File: src/rtl/hilo_div_sched_pkg.sv
// Shared SPECIAL funct codes, FSM encoding and defaults for the HI/LO divide scheduler.
package hilo_div_sched_pkg;

    localparam logic [5:0] FUNCT_MTHI  = 6'h11;
    localparam logic [5:0] FUNCT_MTLO  = 6'h13;
    localparam logic [5:0] FUNCT_MULT  = 6'h18;
    localparam logic [5:0] FUNCT_MULTU = 6'h19;
    localparam logic [5:0] FUNCT_DIV   = 6'h1A;
    localparam logic [5:0] FUNCT_DIVU  = 6'h1B;

    localparam int unsigned DIV_TIMEOUT_DEFAULT = 40;

    typedef enum logic [1:0] {
        StIdle = 2'b00,
        StRun  = 2'b01,
        StHold = 2'b10
    } state_e;

    function automatic logic is_div_funct(input logic [5:0] funct);
        return (funct == FUNCT_DIV) || (funct == FUNCT_DIVU);
    endfunction

    function automatic logic is_mul_funct(input logic [5:0] funct);
        return (funct == FUNCT_MULT) || (funct == FUNCT_MULTU);
    endfunction

endpackage

File: src/rtl/hilo_div_sched_hilo_reg.sv
// Architectural HI/LO register pair; divider > multiplier > MTHI/MTLO write priority.
module hilo_reg
    import hilo_div_sched_pkg::*;
#(
    parameter int unsigned DATA_W = 32
) (
    input  logic              clk,
    input  logic              rst,
    input  logic              div_we,
    input  logic [DATA_W-1:0] div_hi,
    input  logic [DATA_W-1:0] div_lo,
    input  logic              mul_we,
    input  logic [DATA_W-1:0] mul_hi,
    input  logic [DATA_W-1:0] mul_lo,
    input  logic              mthi_we,
    input  logic              mtlo_we,
    input  logic [DATA_W-1:0] mt_data,
    output logic [DATA_W-1:0] hi,
    output logic [DATA_W-1:0] lo
);

    logic [DATA_W-1:0] hi_q, hi_d;
    logic [DATA_W-1:0] lo_q, lo_d;

    // Pick the highest-priority writer for each half.
    always_comb begin
        hi_d = hi_q;
        lo_d = lo_q;
        if (div_we) begin
            hi_d = div_hi;
            lo_d = div_lo;
        end else if (mul_we) begin
            hi_d = mul_hi;
            lo_d = mul_lo;
        end else begin
            if (mthi_we) hi_d = mt_data;
            if (mtlo_we) lo_d = mt_data;
        end
    end

    // HI/LO state with synchronous reset.
    always_ff @(posedge clk) begin
        if (rst) begin
            hi_q <= '0;
            lo_q <= '0;
        end else begin
            hi_q <= hi_d;
            lo_q <= lo_d;
        end
    end

    assign hi = hi_q;
    assign lo = lo_q;

endmodule

File: src/rtl/hilo_div_sched.sv
// EX-stage divide sequencer: issues DIV/DIVU, stalls until done, guards with a watchdog,
// and arbitrates HI/LO writes.
module hilo_div_sched
    import hilo_div_sched_pkg::*;
#(
    parameter int unsigned DATA_W      = 32,
    parameter int unsigned DIV_TIMEOUT = DIV_TIMEOUT_DEFAULT
) (
    input  logic                clk,
    input  logic                rst,
    input  logic                ex_valid,
    input  logic [5:0]          ex_funct,
    input  logic [DATA_W-1:0]   ex_op1,
    input  logic [DATA_W-1:0]   ex_op2,
    input  logic                ex_hold,
    input  logic                flush,
    input  logic [2*DATA_W-1:0] mul_result,
    output logic                div_start,
    output logic                div_signed,
    output logic [DATA_W-1:0]   div_op1,
    output logic [DATA_W-1:0]   div_op2,
    output logic                div_cancel,
    input  logic                div_done,
    input  logic [2*DATA_W-1:0] div_result,
    output logic                stall_req,
    output logic [DATA_W-1:0]   hi_o,
    output logic [DATA_W-1:0]   lo_o,
    output logic                div_err
);

    localparam int unsigned CNT_W = $clog2(DIV_TIMEOUT + 1);

    state_e            state_q, state_d;
    logic [CNT_W-1:0]  cnt_q;
    logic              div_start_q, div_cancel_q, div_signed_q, div_err_q;
    logic [DATA_W-1:0] div_op1_q, div_op2_q;

    logic is_div, issue, timeout, cancel, div_we, mul_we, mthi_we, mtlo_we, nondiv_ok;

    // State register.
    always_ff @(posedge clk) begin
        if (rst) state_q <= StIdle;
        else     state_q <= state_d;
    end

    // Next-state logic; flush outranks a coincident done.
    always_comb begin
        state_d = state_q;
        case (state_q)
            StIdle: if (issue) state_d = StRun;
            StRun: begin
                if (flush)         state_d = StIdle;
                else if (div_done) state_d = ex_hold ? StHold : StIdle;
                else if (timeout)  state_d = StIdle;
            end
            StHold: if (!ex_hold || flush) state_d = StIdle;
            default: state_d = StIdle;
        endcase
    end

    // Decoded controls and combinational outputs.
    always_comb begin
        is_div    = ex_valid && is_div_funct(ex_funct) && !flush;
        issue     = (state_q == StIdle) && is_div && (ex_op2 != '0);
        timeout   = (state_q == StRun) && !div_done && !flush
                    && (cnt_q == CNT_W'(DIV_TIMEOUT - 1));
        // A flush that coincides with done needs no abort: the divider is already finished.
        cancel    = ((state_q == StRun) && flush && !div_done) || timeout;
        stall_req = issue || ((state_q == StRun) && !div_done);
        div_we    = (state_q == StRun) && div_done && !flush;
        nondiv_ok = (state_q == StIdle) && ex_valid && !flush && !ex_hold;
        mul_we    = nondiv_ok && is_mul_funct(ex_funct);
        mthi_we   = nondiv_ok && (ex_funct == FUNCT_MTHI);
        mtlo_we   = nondiv_ok && (ex_funct == FUNCT_MTLO);
    end

    // Divider interface registers, watchdog counter and sticky error flag.
    always_ff @(posedge clk) begin
        if (rst) begin
            div_start_q  <= 1'b0;
            div_cancel_q <= 1'b0;
            div_signed_q <= 1'b0;
            div_op1_q    <= '0;
            div_op2_q    <= '0;
            div_err_q    <= 1'b0;
            cnt_q        <= '0;
        end else begin
            div_start_q  <= issue;
            div_cancel_q <= cancel;
            if (issue) begin
                div_op1_q    <= ex_op1;
                div_op2_q    <= ex_op2;
                div_signed_q <= (ex_funct == FUNCT_DIV);
                cnt_q        <= '0;
            end else if (state_q == StRun) begin
                cnt_q <= cnt_q + 1'b1;
            end
            if (timeout) div_err_q <= 1'b1;
        end
    end

    assign div_start  = div_start_q;
    assign div_cancel = div_cancel_q;
    assign div_signed = div_signed_q;
    assign div_op1    = div_op1_q;
    assign div_op2    = div_op2_q;
    assign div_err    = div_err_q;

    hilo_reg #(
        .DATA_W (DATA_W)
    ) u_hilo_reg (
        .clk     (clk),
        .rst     (rst),
        .div_we  (div_we),
        .div_hi  (div_result[2*DATA_W-1:DATA_W]),
        .div_lo  (div_result[DATA_W-1:0]),
        .mul_we  (mul_we),
        .mul_hi  (mul_result[2*DATA_W-1:DATA_W]),
        .mul_lo  (mul_result[DATA_W-1:0]),
        .mthi_we (mthi_we),
        .mtlo_we (mtlo_we),
        .mt_data (ex_op1),
        .hi      (hi_o),
        .lo      (lo_o)
    );

endmodule

File: config.mk
export PLATFORM = sky130hd
export DESIGN_NAME = hilo_div_sched
export DESIGN_NICKNAME = d
export VERILOG_FILES = /design/src/rtl/hilo_div_sched_pkg.sv /design/src/rtl/hilo_div_sched_hilo_reg.sv /design/src/rtl/hilo_div_sched.sv
export SDC_FILE = /design/constraint.sdc
export NUM_CORES = 1
export LEC_CHECK = 0
export ABC_AREA = 1
export BUFFER_PORTS_ARGS = -buffer_cell sky130_fd_sc_hd__buf_2
export CORE_ASPECT_RATIO = 0.6
export CORE_UTILIZATION = 47
export CTS_CLUSTER_SIZE = 14
export DETAILED_ROUTE_END_ITERATION = 8
export MAX_ROUTING_LAYER = met4
export PLACE_DENSITY = 0.86
export SETUP_SLACK_MARGIN = 0.1
export SLEW_MARGIN = 20
export SYNTH_ARGS = -nofsm -noshare
export SYNTH_HDL_FRONTEND = slang
export SYNTH_HIERARCHICAL = 1
export SYNTH_SLANG_ARGS = --single-unit
File: constraint.sdc
create_clock -name clk -period 1.9 [get_ports clk]
set_input_delay 0.095 -clock clk [delete_from_list [all_inputs] [get_ports clk]]
set_output_delay 0.095 -clock clk [all_outputs]
set_load 0.01 [all_outputs]
# Word level (Yosys, flattened, before mapping)
# Cells that the tools add are included.
dict set report totals {
  output_inout_bits 133
  reg_bits 140
  wordCells 67
  input_bits 204
}
dict set report classes {
  reduce_logical 31
  n_mux 13
  n_addsub 1
  n_eq_ne 12
}
# op count
set op_table {}
lappend op_table {{$mux W32} 6}
lappend op_table {{$eq A6 B5 Y1 const B} 6}
lappend op_table {{$reduce_bool A32 Y1} 1}
lappend op_table {{$logic_and A1 B1 Y1} 17}
lappend op_table {{$mux W2} 6}
lappend op_table {{$add A6 B1 Y6 const B} 1}
lappend op_table {{$eq A6 B6 Y1 const B} 1}
lappend op_table {{$pmux W2 S3} 1}
lappend op_table {{$reduce_bool A3 Y1} 2}
lappend op_table {{$logic_or A1 B1 Y1} 5}
lappend op_table {{$ne A2 B2 Y1 const B} 2}
lappend op_table {{$ne A4 B4 Y1 const B} 1}
lappend op_table {{$logic_not A1 Y1} 3}
lappend op_table {{$reduce_and A3 Y1} 1}
lappend op_table {{$eq A2 B1 Y1 const B} 1}
lappend op_table {{$eq A2 B2 Y1 const B} 1}
lappend op_table {{$logic_not A2 Y1} 1}
lappend op_table {{$reduce_or A2 Y1} 1}

# Longest topological paths before layout
# Gate-level depths: netlist (run 1).
dict set report depth {
  word_depth 8
  ltp_mapped 11
  depth_no_buf 10
}

# Cells and area by module
# Netlist (run 1), hierarchy kept.
# mod area_each_um2 instances cells_each seq_area_each_um2
set by_module_without_submodules {}
lappend by_module_without_submodules {hilo_reg 4040.1 1 601 1281.2}
lappend by_module_without_submodules {hilo_div_sched 3151.8 1 413 1521.5}

# Least setup slack after synthesis (run 1)
# No wires, ideal clock.
dict set report synth_timing {
  path_kind {reg2reg}
  startpoint {reg state_q[0]}
  endpoint {reg u_hilo_reg.lo_q[22], in the netlist u_hilo_reg/lo[22]}
  period_less_slack_ns 1.658
  setup_slack_ns 0.242
  path_stages_with_launch 11
  setup_ns 0.121
  arrival_time_ns 1.537
  path_buffers 2
  t_required_ns 1.779
  cell_sequence {dfxtp_1 inv_1 nor2_1 nand2_1 nor2_1 inv_2 buf_6 clkbuf_2 or2_1 nand2_1 a21oi_2}
}
dict set report synth_via {
  elab_cells_between_ends 12
  cone_classes {eq/ne (1); mux (2); reduce/logical (9)}
}
# element line_no
set synth_lines {}
lappend synth_lines {{start: declaration} hilo_div_sched.sv:33} ;# state_e state_q, state_d;
lappend synth_lines {{start signal: assignment} hilo_div_sched.sv:42} ;# if (rst) state_q <= StIdle;
lappend synth_lines {{start signal: assignment} hilo_div_sched.sv:43} ;# else state_q <= state_d;
lappend synth_lines {{$eq A2 B1 Y1 *} hilo_div_sched.sv:70} ;# div_we = (state_q == StRun) && div_done && !flush;
lappend synth_lines {{$logic_and A1 B1 Y1 * (2 in a row)} hilo_div_sched.sv:70}
lappend synth_lines {{via div_we} hilo_div_sched.sv:38} ;# logic is_div, issue, timeout, cancel, div_we, mul_we, mthi_we, mtlo_we, nondiv_ok;
lappend synth_lines {{$reduce_bool A3 Y1 (no line) / $mux W32 (equally long branches)} --}
lappend synth_lines {{end signal: assignment} hilo_div_sched_hilo_reg.sv:48} ;# lo_q <= lo_d;
lappend synth_lines {{end: declaration} hilo_div_sched_hilo_reg.sv:23} ;# logic [DATA_W-1:0] lo_q, lo_d;
# Mark *: on every way through the listed nets, which the timed path passes. The rest lies on a longest branch.
# A chain may end at the register's enable or synchronous reset.

# Worst setup path in the final report (run 1)
dict set report layout_timing {
  startpoint {in ex_op2[5]}
  endpoint {out stall_req}
}
dict set report layout_via {
  elab_chain_cells 3
}
# element line_no
set layout_lines {}
lappend layout_lines {{start: declaration} hilo_div_sched.sv:14} ;# input logic [DATA_W-1:0] ex_op2,
lappend layout_lines {{$reduce_bool A32 Y1} hilo_div_sched.sv:64} ;# issue = (state_q == StIdle) && is_div && (ex_op2 != '0);
lappend layout_lines {{$logic_and A1 B1 Y1} hilo_div_sched.sv:64}
lappend layout_lines {{$logic_or A1 B1 Y1} hilo_div_sched.sv:69} ;# stall_req = issue || ((state_q == StRun) && !div_done);
lappend layout_lines {{end: declaration} hilo_div_sched.sv:25} ;# output logic stall_req,
# Every way passes these cells.

==> flow_metrics.tcl, run 1 <==
set metrics [dict create \
    top_layer "met4" \
    initial_core_util 0.489 \
    first_global_vias 8390 \
    areaGrowthSynthToFinish_pct 45.8 \
    insertion_delay_ns 0.41 \
    powerDensity_nw_per_um2 693 \
    cts_buffer_depth 2 \
    path_class "input pin to output port" \
    cts-root-buf "clkbuf_16" \
    async_flop_share 0 \
    min_from "div_result[9]" \
    die_area_sq_um 15800 \
    placed_cells 1489 \
    io-pin-count 337 \
    fin_crit_sh 0.972 \
    final_cell_mix "buf_2 (336), nand2_1 (316), dfxtp_1 (140)" \
    synthSimpleGateAreaFrac 0.469 \
    final_common_cell "buf_2" \
    yosys_warnings 6 \
    synth_cell_types 31 \
    r2r_slack_ns 0.13 \
    ys_ff_latch 140 \
    cp.arrival_ns 1.75 \
    drv_slew 0 \
    final_util 0.712 \
    h-tree-depth 4 \
    drv_cap 0 \
    tightestPinTransition_ns 0.396 \
    cp-start-kind "input pin" \
    cpMostUsedCell "nand2_1" \
    hold_depth 4 \
    core-area_sq_um 14700 \
    timing.rr.start "state_q[1]" \
    rsz0062_at_grt "yes" \
    grt_use_total 0.358 \
    fin_worst_skew_ns 0.0106 \
    drt_iter0_drc 1063 \
    crit_chain "dlygate4sd3_1 > buf_2 > nor2_1 > nand2_1 > nor2_2 > nand2_1 > o21ai_4 > nand2_1 > buf_2" \
    cts_buffers 17 \
    power_mw 7.27 \
    required_ns 1.80 \
    crit_fanout 8 \
    route.met2.wl_mm 13.6 \
    antenna_found_initial 3 \
    place_area_sq_um 8980 \
    slew_headroom 0.736 \
    peakVddDrop_uv 549 \
    seq_area_frac_synth 0.390 \
    synth_fp_nets 1219 \
    hold_ws_ns 0.0169 \
    portBuffers 336 \
    wl_per_cell_um 18.1 \
    violations "design-rule violations" \
    synth_fa_ha_area_frac 0.00174 \
    drt-met1-wl_mm 11.4 \
    synth_area_sq_um 7190 \
    place.gp.congestion 0.899 \
    synth_edf_count 0 \
    hold_violations 0 \
    pre_cts_slack_ns 0.151 \
    synthFlopType "dfxtp_1" \
    grt_pass1_wl_mm 43.5 \
    die_h_um 97.8 \
    die_w_um 162 \
    grt_overflow 0 \
    num_vias 8959 \
    cp_slowest_cell "dlygate4sd3_1" \
    num-fill-cells 1163 \
    fin_ws_ns 0.0523 \
    vias_per_cell 5.59 \
    finalSetupViolCount 0 \
    synth_area_per_cell_sq_um 7.09 \
    wirelength_mm 29.1 \
    drive_above_1_share 0.314 \
    dr.pass1.iters 7 \
    design_area_sq_um 10500 \
    final_cells 1604 \
    synthXorXnorAreaFrac 0.00609 \
    critical_path.max_stage_delay_ns 0.56 \
    leakagePower_nw 5.54 \
    clk_pin_slew_ns 0.07 \
    met3WireLength_mm 2.82 \
    r2r-end "u_hilo_reg/hi[3]" \
    cts_tree "built" \
    clock_sinks 140 \
    synth_compound_area_frac 0.0551 \
    min_path_type "input pin to flop" \
    synth_top_family_by_area "simple AND/OR/NAND/NOR gates" \
    reg2reg_depth 11 \
    drc 2 \
    grt_max_degree 129 \
    rows 34 \
    hold_end "u_hilo_reg/lo[9]" \
    timing.fmax_ghz 0.541 \
    place_hpwl_mm 18.6 \
    drtAntennaViolNets 0 \
    end_kind "output port" \
    synth_cells 1014 \
    min_period_ns 1.85 \
    nNetsFinal 1595 \
    finalSetupTns_ns 0 \
    yosys.area.top_type "dfxtp_1" \
    status "complete, but fails checks" \
    synth_mux_area_frac 0 \
    synth.area.top_cells "dfxtp_1 (39%), nand2_1 (17%), nand3_1 (9.2%), nand3b_1 (6.8%), nand4_1 (5.9%)" \
    synth_top_area_share 0.390 \
]
-- logic make-up after synthesis --
logic type / after synthesis
flops: 140
fa+ha+maj: 1
xor+xnor: 5
buf+inv: 103
compound gates: 68
simple gates: 697
-- registers in the layout (all words and copies together), names as in the netlist --
signal / flops
cnt_q: 6
div_cancel: 1
div_err: 1
div_op1: 32
div_op2: 32
div_signed: 1
div_start: 1
state_q: 2
u_hilo_reg/hi: 32
u_hilo_reg/lo: 32
-- area by class of cell --
class | count | area (sq um) | share of cell area
clock inverters | 15 | 210 | 0.0200
diodes | 3 | 7.51 | 0.000716
multi-input cells | 771 | 3860 | 0.369
repair buffers | 441 | 2850 | 0.272
flip-flops and latches | 140 | 2800 | 0.267
inverters | 19 | 76.3 | 0.00728
well taps | 198 | 248 | 0.0236
clock buffers | 17 | 425 | 0.0406
-- how the worst max path moves through the flow --
stage / start / end / slack, ns / depth (start not counted)
global placement: state_q[1] / u_hilo_reg/lo[1] / 0.22 / 11
finish: ex_op2[5] / stall_req / 0.05 / 9
global route: state_q[0] / stall_req / 0.007 / 8
floorplan: state_q[0] / u_hilo_reg/lo[22] / 0.24 / 10
detailed placement: state_q[1] / u_hilo_reg/lo[1] / 0.15 / 11
CTS: ex_op2[5] / stall_req / 0.11 / 9
-- critical path: cells and delay by family --
| kind | cells | cell delay (ns) |
|---|---|---|
| buffers and inverters | 3 | 0.85 |
| AO/OA/AOI/OAI | 1 | 0.30 |
| AND/OR/NAND/NOR | 5 | 0.51 |
-- routing by layer --
layer  track usage  vias up
met3        0.0709      111
met1         0.431     4036
met4         0.190        0
met5             -        -
met2         0.567      669
li1              -     4143
-- synthesized netlist by cell type (all sizes together) (2+ instances only) --
library cell / count
a21oi: 65
nand2: 320
xor2: 3
inv: 18
nor2: 43
xnor2: 2
nand3b: 65
buf: 50
nor3: 4
nand3: 132
dfxtp: 140
or2: 64
nand4: 68
clkbuf: 34
-- power by group --
part	internal, mW	leakage (nW)	switching [mW]	total, mW
clock	2.23	0.310	1.40	3.62
sequential	2.95	1.13	0.00878	2.96
combinational	0.333	4.10	0.355	0.688
-- timing repair --
item / 4_1_cts / 5_1_grt
pin swaps: 1 / 3
hold buffers: 67 / 0
cloned: 0 / 3
endpoints found under the setup margin: 1 / 73
endpoints found under the hold margin: 68 / 0
resized for setup: 0 / 10
setup buffers: 1 / 9
No activity file was read; power rests on OpenSTA's default activity.
==> run 2, diff against run 1 <==
Settings changed: CORE_MARGIN set to 2, CORE_UTILIZATION 47 to 50, PLACE_DENSITY 0.86 to 0.9, RECOVER_POWER set to 25.
Clock period 1.9 ns to 2.4 ns, I/O delays scaled along.
==> run 2 against run 1 <==
  * The flow now finishes without violations
  * Via count decreased by 4.1%
  * Clock-buffer cell count increased by 2
  * Wire length decreased by 8.0%
  * Critical path depth increased by 1
  * First-iteration DRC count decreased by 15%
  * Final cell count decreased by 3.1%
  * Worst hold slack got worse by 0.0018 ns
  * Total power decreased by 22%
  * Global-route usage decreased by 1.3 points
  * Utilization decreased by 0.20 points
  * Design area decreased by 6.3%
  * Sequential share of layout area increased by 1.8 points
  * Critical path type unchanged
  * Largest cell class unchanged
  * Highest routed layer unchanged
==> flow_metrics.tcl, run 2 (synthesis gave the netlist of run 1 again) <==
set metrics [dict create \
    status "complete, no violations" \
    die_area_sq_um 15400 \
    place.gp.congestion 0.892 \
    crit_fanout 30 \
    end_kind "output port" \
    drt_iter0_drc 901 \
    combPwrFrac 0.087 \
    drv_slew 0 \
    drtAntennaViolNets 0 \
    grt_use_total 0.346 \
    timing.fmax_ghz 0.460 \
    cts_tree "built" \
    pre_cts_slack_ns 0.293 \
    r2r_slack_ns 0.26 \
    cts-root-buf "clkbuf_16" \
    drc 0 \
    drv_cap 0 \
    hold_violations 0 \
    seqCellArea_sq_um 2800 \
    powerDensity_nw_per_um2 574 \
    nNetsFinal 1554 \
    io-pin-count 337 \
    hold_depth 3 \
    switching_share 0.234 \
    rows 33 \
    tightestPinTransition_ns 0.711 \
    n_antenna_cell 0 \
    design_area_sq_um 9830 \
    initial_core_util 0.520 \
    p_switching_mw 1.32 \
    cp-start-kind "input pin" \
    vias_per_cell 5.53 \
    final_common_cell "nand2_1" \
    grt_overflow 0 \
    drive_above_1_share 0.253 \
    multi_input_area_sq_um 3850 \
    insertion_delay_ns 0.41 \
    first_global_vias 8060 \
    grt_pass1_wl_mm 41.9 \
    required_ns 2.28 \
    final_util 0.710 \
    timing.rr.start "state_q[1]" \
    reg2reg_depth 11 \
    final_cell_mix "nand2_1 (319), buf_2 (268), dfxtp_1 (140)" \
    finalSetupViolCount 0 \
    cts_buffers 17 \
    num_vias 8590 \
    crit_chain "dlygate4sd3_1 > buf_2 > nor2_1 > nand2_1 > nor2_1 > nand2_1 > o21ai_4 > buf_4 > nand2_1 > buf_2" \
    min_path_type "input pin to flop" \
    clockPowerShare 0.498 \
    cts_buffer_depth 2 \
    wl_per_cell_um 17.2 \
    grt_max_degree 129 \
    cp.arrival_ns 2.05 \
    place_hpwl_mm 17.8 \
    fin_crit_sh 0.906 \
    r2r-end "u_hilo_reg/lo[15]" \
    leakagePower_nw 4.99 \
    peakVddDrop_uv 457 \
    place_area_sq_um 8820 \
    p_seq_frac 0.416 \
    rsz0062_at_grt "no" \
    core-area_sq_um 13800 \
    fin_ws_ns 0.225 \
    path_class "input pin to output port" \
    power.internal_mw 4.32 \
    cp_slowest_cell "dlygate4sd3_1" \
    clk_pin_slew_ns 0.05 \
    finalSetupTns_ns 0 \
    critical_path.max_stage_delay_ns 0.56 \
    dr.pass1.iters 5 \
    wirelength_mm 26.8 \
    slew_headroom 0.526 \
    areaGrowthSynthToFinish_pct 36.6 \
    clock_sinks 140 \
    fin_worst_skew_ns 0.0128 \
    h-tree-depth 4 \
    die_h_um 96.9 \
    min_from "ex_op1[19]" \
    power_mw 5.64 \
    num-fill-cells 1124 \
    die_w_um 159 \
    antenna_found_initial 0 \
    cpMostUsedCell "nand2_1" \
    hold_end "div_op1[19]" \
    portBuffers 336 \
    min_period_ns 2.17 \
]
-- run 2: cell types whose count changed in the layout (fill, tap and decap cells not counted), moves of 6 or more --
cell           before  now
buf_12              9    3
buf_2             336  268
buf_4              22   14
dlygate4sd3_1      67   46
clkbuf_1            0   70
-- run 2: metrics by stage --
| stage | cells | hold WS, ns |
|---|---|---|
| after floorplan | 1014 | 0.189 |
| after global placement | 1476 | 0.375 |
| after detailed placement | 1476 | 0.383 |
| after CTS | 1554 | 0.000211 |
| after global routing | 1554 | 0.0100 |
| final | 1554 | 0.0151 |
-- run 2: worst max path at each step --
| stage | startpoint | slack [ns] | depth (start not counted) | to |
|---|---|---|---|---|
| after global placement | state_q[1] | 0.37 | 10 | u_hilo_reg/hi[26] |
| after global routing | ex_op2[22] | 0.11 | 10 | stall_req |
| after floorplan | state_q[0] | 0.74 | 10 | u_hilo_reg/lo[22] |
| after CTS | state_q[1] | 0.26 | 10 | u_hilo_reg/hi[28] |
| after detailed placement | state_q[1] | 0.29 | 10 | u_hilo_reg/hi[16] |
| final | ex_op2[25] | 0.23 | 10 | stall_req |
-- run 2: area by class of cell --
class | instances | share of cell area
inverters | 19 | 0.00764
multi-input cells | 771 | 0.392
flip-flops and latches | 140 | 0.285
repair buffers | 400 | 0.227
clock inverters | 13 | 0.0192
well taps | 192 | 0.0244
clock buffers | 19 | 0.0441
-- run 2: what timing repair did --
action,in CTS,in global routing
buffers inserted,0,0
hold buffers,46,0
resized for setup,0,1
endpoints found under the hold margin,46,0
endpoints found under the setup margin,0,19
-- run 2: critical path: cells and delay by family --
kind | cells | cell delay, ns
buf+inv | 4 | 1.19
simple gates | 5 | 0.59
compound gates | 1 | 0.16
-- run 2: power by group through the flow --
stage	clock [mW]	sequential, mW	combinational (mW)
after floorplan	0	2.40	0.159
after global placement	0	2.39	0.413
after detailed placement	0	2.39	0.415
after CTS	2.83	2.34	0.475
after global routing	2.92	2.34	0.534
final	2.81	2.34	0.490
-- run 2: per-layer routing --
metal | part of all wire | track usage
met5 | 0 | -
met2 | 0.46 | 0.547
met3 | 0.088 | 0.0660
met4 | 0.043 | 0.168
met1 | 0.41 | 0.427
